## config.mk

```make
export PLATFORM = sky130hd
export DESIGN_NAME = gb_timer
export DESIGN_NICKNAME = d
export VERILOG_FILES = /design/src/rtl/sm83_pkg.sv /design/src/rtl/gb_timer.sv
export SDC_FILE = /design/constraint.sdc
export NUM_CORES = 1
export LEC_CHECK = 0
export CORE_ASPECT_RATIO = 1.1
export CORE_MARGIN = 1
export CORE_UTILIZATION = 48
export CTS_BUF_LIST = sky130_fd_sc_hd__clkbuf_16
export CTS_CLUSTER_SIZE = 40
export DETAILED_ROUTE_END_ITERATION = 8
export PLACE_DENSITY = 0.88
export SETUP_SLACK_MARGIN = 0.05
export SLEW_MARGIN = 40
export SYNTH_ARGS = -nofsm -noshare
export SYNTH_HDL_FRONTEND = slang
export SYNTH_SLANG_ARGS = --single-unit
export TNS_END_PERCENT = 10
```

## constraint.sdc

```tcl
create_clock -name clk -period 2.1 [get_ports clk]
set_clock_uncertainty 0.2 [all_clocks]
set_input_delay 0.42 -clock clk [delete_from_list [all_inputs] [get_ports clk]]
set_output_delay 0.42 -clock clk [all_outputs]
set_load 0.005 [all_outputs]
```

## src/rtl/sm83_pkg.sv

```systemverilog
`default_nettype none
// +----------------------------------------------------------------------------+
// | Package    : sm83_pkg                                                      |
// | Purpose    : Shared bus types, timer register addresses and timer types    |
// |              used by the SM83 core peripherals.                            |
// | Contents   : addr_t / data_t bus types, ADDR_DIV..ADDR_TAC, tac_t,         |
// |              timer_state_t, tap_bit() helper.                              |
// | Revision   : 1.0 - initial release                                         |
// +----------------------------------------------------------------------------+
package sm83_pkg;

  typedef logic [15:0] addr_t;
  typedef logic [7:0]  data_t;

  localparam addr_t ADDR_DIV  = 16'hFF04;
  localparam addr_t ADDR_TIMA = 16'hFF05;
  localparam addr_t ADDR_TMA  = 16'hFF06;
  localparam addr_t ADDR_TAC  = 16'hFF07;

  // Timer control register as stored: enable in bit 2, clock select in [1:0].
  typedef struct packed {
    logic       enable;
    logic [1:0] sel;
  } tac_t;

  typedef enum logic [1:0] {
    TS_IDLE   = 2'd0,
    TS_OVF    = 2'd1,
    TS_RELOAD = 2'd2
  } timer_state_t;

  // Index of the free-running counter bit whose falling edge clocks TIMA.
  function automatic logic [2:0] tap_bit(input logic [1:0] sel);
    logic [2:0] idx;
    idx = 3'd7;
    case (sel)
      2'b00:   idx = 3'd7;
      2'b01:   idx = 3'd1;
      2'b10:   idx = 3'd3;
      default: idx = 3'd5;
    endcase
    return idx;
  endfunction

endpackage
`default_nettype wire

```

## src/rtl/gb_timer.sv

```systemverilog
`default_nettype none
// +----------------------------------------------------------------------------+
// | Module     : gb_timer                                                      |
// | Purpose    : DIV/TIMA/TMA/TAC timer block with overflow-reload sequencing  |
// |              and the falling-edge increment glitches of the original part. |
// | Ports      : clk     - clock, one rising edge per M-cycle                  |
// |              rst     - asynchronous active-high reset                      |
// |              addr    - bus address (shared read/write)                     |
// |              w_data  - write data                                          |
// |              w_wen   - write strobe                                        |
// |              r_data  - combinational read data, FF when not hit            |
// |              r_hit   - addr decodes to FF04..FF07                          |
// |              irq     - one-cycle timer interrupt request (IF bit 2)        |
// | Revision   : 1.0 - initial release                                         |
// +----------------------------------------------------------------------------+
module gb_timer
  import sm83_pkg::*;
(
  input  logic        clk,
  input  logic        rst,
  input  logic [15:0] addr,
  input  logic [7:0]  w_data,
  input  logic        w_wen,
  output logic [7:0]  r_data,
  output logic        r_hit,
  output logic        irq
);

  logic [13:0]  sys_cnt_q;
  logic [13:0]  sys_cnt_d;
  logic [7:0]   tima_q;
  logic [7:0]   tma_q;
  tac_t         tac_q;
  logic         tick_q;
  logic         tick_d;
  timer_state_t state_q;
  logic         irq_q;

  logic w_wr_div;
  logic w_wr_tima;
  logic w_wr_tma;
  logic w_wr_tac;
  logic w_tick_fall;

  assign w_wr_div  = w_wen && (addr == ADDR_DIV);
  assign w_wr_tima = w_wen && (addr == ADDR_TIMA);
  assign w_wr_tma  = w_wen && (addr == ADDR_TMA);
  assign w_wr_tac  = w_wen && (addr == ADDR_TAC);

  assign sys_cnt_d = w_wr_div ? 14'd0 : sys_cnt_q + 14'd1;

  // The increment is an edge detector on (enable & tap), not a divider.
  // Anything that pulls this term low -- counter clear, enable clear or a
  // select change -- therefore produces an extra TIMA tick.
  assign tick_d      = tac_q.enable & sys_cnt_q[tap_bit(tac_q.sel)];
  assign w_tick_fall = tick_q & ~tick_d;

  always_ff @(posedge clk or posedge rst) begin
    if (rst) begin
      sys_cnt_q <= 14'd0;
      tma_q     <= 8'h00;
      tac_q     <= '0;
      tick_q    <= 1'b0;
    end else begin
      sys_cnt_q <= sys_cnt_d;
      tick_q    <= tick_d;
      if (w_wr_tma) tma_q <= w_data;
      if (w_wr_tac) tac_q <= w_data[2:0];
    end
  end

  // Overflow sequencing: TIMA sits at 00 for one cycle (OVF) before the
  // reload from TMA and the interrupt pulse; RELOAD is the cycle after.
  always_ff @(posedge clk or posedge rst) begin
    if (rst) begin
      state_q <= TS_IDLE;
      tima_q  <= 8'h00;
      irq_q   <= 1'b0;
    end else begin
      irq_q <= 1'b0;
      case (state_q)
        TS_OVF: begin
          if (w_wr_tima) begin
            // A CPU write in the 00 window aborts the reload and the irq.
            tima_q  <= w_data;
            state_q <= TS_IDLE;
          end else begin
            tima_q  <= tma_q;
            irq_q   <= 1'b1;
            state_q <= TS_RELOAD;
          end
        end
        TS_RELOAD: begin
          // TIMA is still tracking TMA here, so a TMA write lands in both
          // and a TIMA write is lost.
          if (w_wr_tma) tima_q <= w_data;
          state_q <= TS_IDLE;
        end
        default: begin
          if (w_wr_tima) begin
            tima_q <= w_data;
          end else if (w_tick_fall) begin
            tima_q <= tima_q + 8'd1;
            if (tima_q == 8'hFF) state_q <= TS_OVF;
          end
          if (state_q != TS_IDLE) state_q <= TS_IDLE;
        end
      endcase
    end
  end

  assign irq = irq_q;

  always_comb begin
    r_hit  = 1'b0;
    r_data = 8'hFF;
    case (addr)
      ADDR_DIV:  begin r_hit = 1'b1; r_data = sys_cnt_q[13:6];         end
      ADDR_TIMA: begin r_hit = 1'b1; r_data = tima_q;                  end
      ADDR_TMA:  begin r_hit = 1'b1; r_data = tma_q;                   end
      ADDR_TAC:  begin r_hit = 1'b1; r_data = {5'b11111, tac_q};       end
      default:   begin r_hit = 1'b0; r_data = 8'hFF;                   end
    endcase
  end

endmodule
`default_nettype wire

```

==> flow_metrics.py <==
metrics = {
    "outcome": {
        "status": "complete, but fails checks",
        "violations": "setup timing",
    },
    "job": {
        "max-cap-violations": 0,
    },
    "min_path": {
        "hold_end": "tma_q[3]",
        "hold_path_depth": 2,
        "min_path_type": "reg2reg",
        "min-delay-start": "tma_q[3]",
    },
    "cells_and_area": {
        "syn2layout_area_growth_pct": 42.2,
        "postLayoutCellArea_um2": 3230,
        "diodes": 0,
        "layout.cells.non_filler": 373,
        "nets": 351,
        "layout-drive-gt1-share_pct": 29.8,
    },
    "timing": {
        "slew-limit-headroom_pct": 67.7,
        "finalMaxSlewViolations": 0,
        "worstMarginPinSlew_ps": 485,
        "setup-violations-final": 45,
        "rsz0062_at_grt": "true",
        "timing.final.ws_setup_ps": -493,
        "hold_violations": 0,
        "period_share_pct": 123,
        "fmaxAchievable_ghz": 0.386,
        "holdWs_ps": 318,
        "min_period_ps": 2590,
    },
    "clock_network": {
        "htreeDepth": 2,
        "hold_buffers": 0,
        "clock_sinks": 37,
        "clk_latency_ps": 290,
        "root_buffer": "clkbuf_16",
        "cts_buffer_depth": 2,
        "clkTransAtPathRegs_ps": 60,
        "cts_buffers": 5,
        "cts_tree": "yes",
    },
    "route": {
        "dr_wl_met3_um": 355,
        "top_layer": "met4",
        "dr_wl_met2_mm": 3.59,
        "drt-met1-wl_mm": 2.61,
        "dr.pass1.iters": 4,
        "drt_wl_total_mm": 6.81,
        "avgViaCountPerCell": 5.82,
        "wire_per_inst_um": 18.2,
        "drcViolationCount": 0,
        "antenna_left": 0,
        "drt_iter0_drc": 166,
        "vias": 2169,
    },
    "floorplan": {
        "start_util_pct": 51.4,
        "die_h_um": 74.1,
        "num_rows": 25,
        "core_region_area_um2": 4410,
        "dieArea_um2": 5010,
        "die_x_um": 67.5,
        "ioPinCount": 37,
    },
    "critical_path": {
        "reg2regPathDepth": 6,
        "crit_path_top_delay_cell": "or4_4",
        "critPathKind": "in2reg",
        "cp_top_family": "simple AND/OR/NAND/NOR gates",
        "crit_top_cell": "buf_6",
        "path_max_fanout": 8,
        "end_kind": "flip-flop",
        "crit_buf_inv": 5,
        "r2r_setup_slack_ps": -160,
        "r2r_end": "tima_q[3]",
        "r2r-start": "sys_cnt_q[5]",
        "crit_chain": "buf_6 -> or4_4 -> nor4_4 -> clkbuf_16 -> buf_8 -> buf_6 -> nand2_4 -> buf_6 -> o2bb2ai_4 -> mux2_4",
        "cpPeakStageDelay_ps": 530,
        "startpoint_type": "input pin",
        "cp.required_ps": 2070,
        "arrival_ps": 2570,
    },
    "grt": {
        "antenna_found_initial": 0,
        "grt_max_degree": 38,
        "grt_pass1_vias": 2288,
        "track_usage_pct": 30.1,
        "grt_pass1_wl_mm": 10.7,
        "grt-ovfl-total": 0,
    },
    "pwr": {
        "p_leak_nw": 1.55,
        "p_per_area_nw_per_um2": 509,
        "ir_drop_mv": 0.369,
    },
    "yosys": {
        "postSynthAreaPerCell_um2": 9.57,
        "yosys-top-cells-area": "dfrtp_1 41%, nand2_1 5.8%, mux2_1 4.5%",
        "yosysMostFrequentCell": "dfrtp_1",
        "synth_area_um2": 2270,
        "yosysTopAreaCellShare_pct": 40.8,
        "yosys_most_used_dff": "dfrtp_1",
        "yosys_warnings": 0,
        "ys_ff_latch": 37,
        "yosysSeqAreaShare_pct": 40.8,
        "yosys.area.top_type": "dfrtp_1",
        "synth_edf_count": 0,
        "synth_fp_nets": 270,
        "ys_types": 48,
        "async_reset_ff_share_pct": 100,
        "postSynthCellCount": 237,
        "ys_top_cells_by_count": "37 x dfrtp_1, 35 x nand2_1, 20 x nor2_1",
    },
    "placement": {
        "place_congestion": 0.831,
        "pre_cts_ws_ps": -789,
        "dpl_cell_area_um2": 2950,
        "hpwl_mm": 4.10,
        "placedCellCount": 354,
        "io_buffers": 36,
    },
}
-- registers in the layout, summed over array words and instances (netlist names) --
signal and count:
tima_q 8, tac_q 3, tick_q 1, sys_cnt_q 14, state_q 2, tma_q 8, irq 1
-- worst min-delay path: cells and delay by family, from the launching register on --
| family | cells | cell delay [ps] |
|---|---|---|
| DFF | 1 | 370 |
| AOI/OAI and AO/OA | 1 | 60 |
| and+or+nand+nor | 1 | 50 |
-- area by class of cell --
cell class                      instances  area (µm²)
Clock buffer                            5         125
Clock inverter                          3        13.8
Fill cell                             289        1180
Inverter                               14        52.6
Multi-Input combinational cell        176        1310
Sequential cell                        37         926
Tap cell                               54        67.6
Timing Repair Buffer                   84         736
-- power by group --
part | total, W | internal, W | switching [W]
combinational | 0.000161 | 0.0000853 | 0.0000756
clock | 0.000729 | 0.000431 | 0.000298
sequential | 0.000750 | 0.000733 | 0.0000172
-- cells by family after synthesis --
| logic type | Yosys count | share of synthesized area (%) |
|---|---|---|
| multiplexers | 18 | 10.9 |
| AND/OR/NAND/NOR | 93 | 20.2 |
| adder cells (fa/ha/maj) | 6 | 3.31 |
| XOR/XNOR | 15 | 5.79 |
| buffers and inverters | 24 | 4.52 |
| AO/OA/AOI/OAI | 44 | 14.5 |
| flip-flops | 37 | 40.8 |
-- stage by stage --
step | util [%] | total power (W) | TNS [ps]
final | 73.1 | 0.00164 | -16320
after global routing | 73.1 | 0.00168 | -19900
after CTS | 73.2 | 0.00163 | -21880
after detailed placement | 66.9 | 0.000922 | -28140
after global placement | 66.9 | 0.000914 | -26260
after floorplan | - | 0.000826 | -1650
-- repair_timing --
item	in CTS	in global routing
pin swaps	5	3
endpoints found under the hold margin	0	0
buffers inserted	9	2
resized for setup	59	14
cloned	1	0
setup endpoints to repair	45	45
-- metal layers --
metal,vias up,track usage [%]
met5,-,0
met4,0,19.9
met3,24,7.52
met2,87,52.4
met1,1061,31.8
li1,997,-
-- how the worst max path moves through the flow --
stage	from	end	slack [ps]	cells after the start
floorplan	addr[5]	state_q[0]	-200	6
global placement	addr[5]	r_hit	-760	5
detailed placement	addr[5]	r_data[5]	-790	6
CTS	addr[6]	tima_q[3]	-650	10
global route	addr[7]	tima_q[3]	-560	10
finish	addr[7]	tima_q[3]	-490	10
-- placed cells by master, fill, tap and decap left out, types with 2 or more instances in the layout --
| cell | instances |
|---|---|
| buf_6 | 9 |
| dlymetal6s2s_1 | 4 |
| clkinv_2 | 2 |
| buf_4 | 40 |
| and3_1 | 4 |
| mux2_4 | 8 |
| dfrtp_1 | 37 |
| clkbuf_16 | 6 |
| nor2b_1 | 3 |
| clkbuf_2 | 4 |
| xnor2_1 | 7 |
| o21a_1 | 2 |
| nand4_1 | 5 |
| clkdlybuf4s50_1 | 18 |
| and2_1 | 2 |
| nand2_2 | 2 |
| nor3_1 | 4 |
| nand3_1 | 8 |
| o21ai_0 | 9 |
| mux2_2 | 5 |
| xor2_1 | 8 |
| a31oi_1 | 3 |
| buf_2 | 5 |
| nand2_1 | 33 |
| o22ai_1 | 11 |
| mux4_2 | 4 |
| nand2b_1 | 5 |
| inv_1 | 15 |
| ha_1 | 6 |
| o21ai_1 | 4 |
| nor2_1 | 20 |
No activity file was read; power rests on OpenSTA's default activity.
